File: src/rtl/hazard_stall_ctrl.sv
// Decode-stage hazard unit: Tuse/Tnew register-hazard stall plus mult/div busy stall.
// Optional stall counter built only when HAZARD_STALL_PERF_EN is defined.
module hazard_stall_ctrl #(
  parameter int unsigned MULT_CYC = 5,
  parameter int unsigned DIV_CYC  = 10,
  parameter int unsigned CNT_W    = 4
) (
  input  logic        clk,
  input  logic        reset,
  input  logic        d_valid,
  input  logic [4:0]  d_rs,
  input  logic [4:0]  d_rt,
  input  logic [1:0]  d_tuse_rs,
  input  logic [1:0]  d_tuse_rt,
  input  logic [4:0]  d_dst,
  input  logic [1:0]  d_tnew,
  input  logic        d_md_start,
  input  logic        d_md_div,
  input  logic        d_md_use,
  output logic        stall,
  output logic        pc_we,
  output logic        if_id_we,
  output logic        id_ex_we,
  output logic        id_ex_clr,
  output logic [31:0] perf_stall_cnt
);

  logic [4:0]       e_dst, m_dst;
  logic [1:0]       e_tnew, m_tnew;
  logic [CNT_W-1:0] md_cnt;

  logic hit_rs_e, hit_rt_e, hit_rs_m, hit_rt_m, md_stall;

  always_comb begin
    hit_rs_e = (d_rs != 5'd0) && (d_rs == e_dst) && (d_tuse_rs < e_tnew);
    hit_rt_e = (d_rt != 5'd0) && (d_rt == e_dst) && (d_tuse_rt < e_tnew);
    hit_rs_m = (d_rs != 5'd0) && (d_rs == m_dst) && (d_tuse_rs < m_tnew);
    hit_rt_m = (d_rt != 5'd0) && (d_rt == m_dst) && (d_tuse_rt < m_tnew);
    md_stall = d_md_use && (md_cnt != '0);
    stall    = d_valid && !reset &&
               (hit_rs_e || hit_rt_e || hit_rs_m || hit_rt_m || md_stall);
  end

  assign pc_we     = ~stall;
  assign if_id_we  = ~stall;
  assign id_ex_we  = 1'b1;
  assign id_ex_clr = stall;

  // Shadow pipeline: a stalled or empty D slot enters E as a bubble.
  always_ff @(posedge clk) begin
    if (reset) begin
      e_dst  <= '0;
      e_tnew <= '0;
      m_dst  <= '0;
      m_tnew <= '0;
    end else begin
      m_dst  <= e_dst;
      m_tnew <= (e_tnew == 2'd0) ? 2'd0 : e_tnew - 2'd1;
      if (stall || !d_valid) begin
        e_dst  <= '0;
        e_tnew <= '0;
      end else begin
        e_dst  <= d_dst;
        e_tnew <= d_tnew;
      end
    end
  end

  always_ff @(posedge clk) begin
    if (reset)
      md_cnt <= '0;
    else if (d_valid && d_md_start && !stall)
      md_cnt <= d_md_div ? CNT_W'(DIV_CYC) : CNT_W'(MULT_CYC);
    else if (md_cnt != '0)
      md_cnt <= md_cnt - 1'b1;
  end

`ifdef HAZARD_STALL_PERF_EN
  logic [31:0] perf_cnt;

  always_ff @(posedge clk) begin
    if (reset)
      perf_cnt <= '0;
    else if (stall)
      perf_cnt <= perf_cnt + 32'd1;
  end

  assign perf_stall_cnt = perf_cnt;
`else
  assign perf_stall_cnt = '0;
`endif

endmodule

File: config.mk
export PLATFORM = sky130hd
export DESIGN_NAME = hazard_stall_ctrl
export DESIGN_NICKNAME = d
export VERILOG_FILES = /design/src/rtl/hazard_stall_ctrl.sv
export SDC_FILE = /design/constraint.sdc
export NUM_CORES = 1
export LEC_CHECK = 0
export BUFFER_PORTS_ARGS = -buffer_cell sky130_fd_sc_hd__buf_2
export CORE_ASPECT_RATIO = 0.75
export CORE_MARGIN = 2
export CORE_UTILIZATION = 46
export CTS_CLUSTER_SIZE = 28
export DETAILED_ROUTE_END_ITERATION = 10
export PLACE_DENSITY = 0.8
export SYNTH_ARGS = -nofsm -noshare
export SYNTH_HDL_FRONTEND = slang
export SYNTH_SLANG_ARGS = --single-unit
File: constraint.sdc
create_clock -name clk -period 2.2 [get_ports clk]
set_input_delay 0.11 -clock clk [delete_from_list [all_inputs] [get_ports clk]]
set_output_delay 0.11 -clock clk [all_outputs]
set_load 0.005 [all_outputs]
Word level (Yosys, flattened, before mapping) --
Cells that the tools add are included.
Operators by class: add/subtract/negate cells 2, magnitude comparators 4, equality and inequality tests 4, mux-type cells 3, bitwise gates (word level) 1, reduce and logical (&&, ||, !) cells 28
Operators with widths (number):
- $eq A5 B5 Y1 | 4
- $logic_and A1 B1 Y1 | 13
- $mux W4 | 3
- $reduce_bool A5 Y1 | 2
- $lt A2 B2 Y1 | 4
- $logic_or A1 B1 Y1 | 5
- $reduce_bool A4 Y1 | 1
- $reduce_or A2 Y1 | 2
- $sub A4 B1 Y4 const B | 1
- $logic_not A1 Y1 | 3
- $logic_not A2 Y1 | 1
- $reduce_bool A2 Y1 | 1
- $sub A2 B1 Y2 const B | 1
- $not A1 Y1 | 1
Word-level totals: bits in registers 18, input port bits 27, output and inout bits 37, word-level logic and storage cells 47

Depth between registers and ports, before layout --
word-level depth 11, depth in mapped cells 8, mapped depth without buffers 7

Worst setup path before layout --
OpenSTA, ideal clock, no wires.
path type reg-to-reg, start register md_cnt[0], end register md_cnt[0], library setup time 0.121 ns, arrival time 1.762 ns, required time 2.079 ns, slack 0.318 ns, stages on the path, launching flop included 7, buffers on the path 0, period minus slack after synthesis 1.882 ns, cells stage by stage dfxtp_1 > inv_1 > ha_1 > nor3b_1 > o311ai_0 > nor3_2 > mux2_2
On the way: longest elaborated chain between the ends 7, elaborated cells between the ends (all ways) 10, those cells by class add/sub: 1; mux: 2; reduce/logical: 7
Ends and longest elaborated chain:
- start: declaration | line 30 | logic [CNT_W-1:0] md_cnt;
- start signal: assignment | line 73 | md_cnt <= d_md_div ? CNT_W'(DIV_CYC) : CNT_W'(MULT_CYC);
- start signal: assignment | line 75 | md_cnt <= md_cnt - 1'b1;
- branches (longest 7 deep; another with $sub A4 B1 Y4)
Several ways; the timed one is not identified. The select of a mux whose other input is x is not followed. A chain may end at the register's enable or synchronous reset.

Worst setup path after layout --
start register m_tnew[1], end output if_id_we
On the way: longest elaborated chain between the ends 7, elaborated cells between the ends (all ways) 9, those cells by class order compare: 2; bitwise: 1; reduce/logical: 6
Ends and longest elaborated chain:
- start: declaration | line 29 | logic [1:0] e_tnew, m_tnew;
- start signal: assignment | line 58 | m_tnew <= (e_tnew == 2'd0) ? 2'd0 : e_tnew - 2'd1;
- $lt A2 B2 Y1 | line 37 | hit_rs_m = (d_rs != 5'd0) && (d_rs == m_dst) && (d_tuse_rs < m_tnew);
- $logic_and A1 B1 Y1 | line 37
- $logic_or A1 B1 Y1 | line 41 | (hit_rs_e || hit_rt_e || hit_rs_m || hit_rt_m || md_stall);
- $logic_or A1 B1 Y1 * (2 in a row) | line 41
- $logic_and A1 B1 Y1 * | line 40 | stall = d_valid && !reset &&
- $not A1 Y1 * | line 45 | assign if_id_we = ~stall;
- end: declaration | line 22 | output logic if_id_we,
Mark *: on every way between the ends. The rest lies on a longest branch, timed or not.

==> impl_metrics.yaml <==
detailed_routing:
  first_pass_iters: 4
  ant_nets: 0
  drcViolationCount: 0
  num_vias: 975
  vias_per_cell: 4.49
  drt_iter0_drc: 25
  postRouteWirelength_mm: 2.56
  routedWlPerCell_um: 11.8
die:
  num_io_pins: 64
  coreArea_um2: 2640
  num_rows: 16
  die_h_um: 50.1
  initial_core_util: 0.493
  dieArea_um2: 3280
  die_x_um: 65.4
final_layout:
  final_common_cell: "conb_1"
  area_growth_pct: 12.4
  fillers: 271
  nets: 216
  final_cell_mix: "33 x conb_1, 30 x buf_2, 18 x dfxtp_1"
  utilization: 0.554
  num_antenna_cells: 0
  drive_gt1_frac: 0.276
synth:
  synth_seq_cells: 18
  synth_cell_types: 30
  synth.yosys.warnings: 0
  syn_avg_cell_area_um2: 8.80
  seq_area_frac_synth: 0.277
  syn_inst: 148
  syn-cell-area_um2: 1300
timing:
  slew_viol_final: 0
  skew_ns: 0.00395
  period_needed_ns: 2.09
  finalWorstSetupSlack_ns: 0.115
  final-setup-viol-count: 0
  min_period_over_period: 0.948
  rsz0062_at_grt: "no"
  max_freq_ghz: 0.480
  timing.final.hold_violations: 0
  setup-tns-final_ns: 0
grt:
  grt_first_pass_wirelength_mm: 3.93
  first_global_vias: 902
  grt_start_max_net_pins: 16
  overflow: 0
  grt_antenna_before_repair: 0
  grt_usage: 0.165
critical_path:
  crit_start: "m_tnew[1]$_SDFF_PP0_"
  r2r_slack_ns: 0.16
  required_ns: 2.09
  path_max_fanout: 2
  cp_slowest_cell: "dfxtp_1"
  startpoint_type: "flip-flop"
  end_kind: "output pin"
  critical_path_class: "flip-flop to output pin"
  crit_chain: "inv_2 > ha_4 > a2111oi_2 > nand4_1 > a21oi_2 > nor3_1 > or2_2 > buf_2"
  timing.rr.start: "e_tnew[1]$_SDFF_PP0_"
  cp_slowest_stage_delay_ns: 0.30
  crit_arrival_ns: 1.98
run_status:
  run_status: "completed"
clock_network:
  cts_tree: "yes"
  holdBufCountCts: 0
  htree_levels: 1
  clockRootBuffer: "clkbuf_8"
  clkTransAtPathRegs_ns: 0.06
  clock-sinks: 18
  cts_buffers: 3
  cts_buffer_depth: 2
  worst_skew_pair.late_latency_ns: 0.25
placed_design:
  dp.final_hpwl_mm: 2.18
  detailedPlace.worstSlack_ns: 0.238
  port-buffer-count: 30
  gp_congestion: 0.822
power:
  leakage_nw: 0.678
  ir_drop_v: 0.000372
  powerDensity_nw_per_um2: 682
  p_total_mw: 0.998
worst_hold_path:
  hp-start: "d_tnew[0]"
  hold_path.class: "primary input to flip-flop"
run:
  max_cap_viol_count: 0
what timing repair did:
action                                  in CTS  in global routing
gates resized for setup                      0                  4
endpoints found under the setup margin       2                  2
setup buffers                                2                  1
pin swaps                                    2                  4
cells in the mapped netlist:
cell | count | area, um^2
a21oi_1 | 3 | 15.0
conb_1 | 2 | 7.51
nor3_2 | 1 | 10.0
or3_1 | 1 | 6.26
nor3b_1 | 1 | 7.51
xnor2_1 | 7 | 61.3
nand2b_1 | 5 | 31.3
nor3_1 | 4 | 20.0
nor4_1 | 2 | 12.5
mux2_2 | 2 | 22.5
nand4_1 | 2 | 12.5
buf_4 | 35 | 263
nand3_1 | 2 | 10.0
inv_1 | 6 | 22.5
nor2b_1 | 5 | 31.3
nor2_1 | 9 | 33.8
clkbuf_1 | 1 | 3.75
a2111oi_2 | 2 | 30.0
o31ai_1 | 2 | 15.0
o311ai_0 | 1 | 8.76
o21ai_0 | 2 | 10.0
nor4_2 | 1 | 12.5
and2_1 | 7 | 43.8
or2_2 | 1 | 6.26
nand3b_1 | 1 | 7.51
ha_1 | 6 | 75.1
a21oi_2 | 2 | 17.5
dfxtp_1 | 18 | 360
xor2_1 | 14 | 123
or4_1 | 3 | 22.5
layer usage:
metal	routed length, um	share of wire	up-vias	track usage
met5	0	0	-	0
met4	73	0.028	0	0.111
met3	146	0.057	6	0.0228
met2	1200	0.47	41	0.269
met1	1140	0.45	436	0.201
li1	-	-	492	-
stage by stage:
step           hold slack, ns  area, um^2  cells
6_report               0.0570        1460    217
3_5_place_dp            0.313        1360    211
5_1_grt                0.0501        1460    217
3_3_place_gp            0.315        1360    211
2_1_floorplan           0.232        1420    179
4_1_cts                0.0532        1420    216
critical path, delay by kind of cell, from the launching register on:
kind / cells / cell delay [ns]
adder cells (fa/ha/maj): 1 / 0.21
AND/OR/NAND/NOR: 3 / 0.52
flip-flops: 1 / 0.30
buffers and inverters: 2 / 0.22
AO/OA/AOI/OAI: 2 / 0.47
cells by family (layout without fill, tap and decap cells):
logic type               count (synthesis)  in the layout  share of synthesized area
AND/OR/NAND/NOR                         45             45                      0.206
buffers and inverters                   42             44                      0.222
flip-flops                              18             18                      0.277
XOR/XNOR                                21             21                      0.141
adder cells (fa/ha/maj)                  6              6                     0.0576
multiplexers                             2              2                     0.0173
AO/OA/AOI/OAI                           12             12                     0.0740
other                                    2             33                    0.00577
registers in the layout, summed over array words and instances, names as in the netlist:
register and flops:
e_dst 5, e_tnew 2, m_dst 5, md_cnt 4, m_tnew 2
power by group:
group,switching (mW),total [mW],internal (mW)
Combinational,0.189,0.372,0.183
Sequential,0.0353,0.407,0.372
Clock,0.0975,0.219,0.121
worst paths after layout:
check	endpoint	depth (start not counted)
hold reg to reg	m_tnew[0]$_SDFF_PP0_	1
setup / recovery	if_id_we	8
setup reg to reg	md_cnt[2]$_SDFFE_PP0P_	9
hold / removal	e_tnew[0]$_SDFF_PP0_	2
final cells by class:
type | instances | area, um^2 | share of cell area
clock buffer | 3 | 41.3 | 0.0282
multi-input combinational | 119 | 807 | 0.551
tap | 36 | 45.0 | 0.0308
sequential | 18 | 360 | 0.246
inverter | 6 | 22.5 | 0.0154
timing repair buffer | 35 | 188 | 0.128
Note: power is estimated with default switching activity, not from simulation.
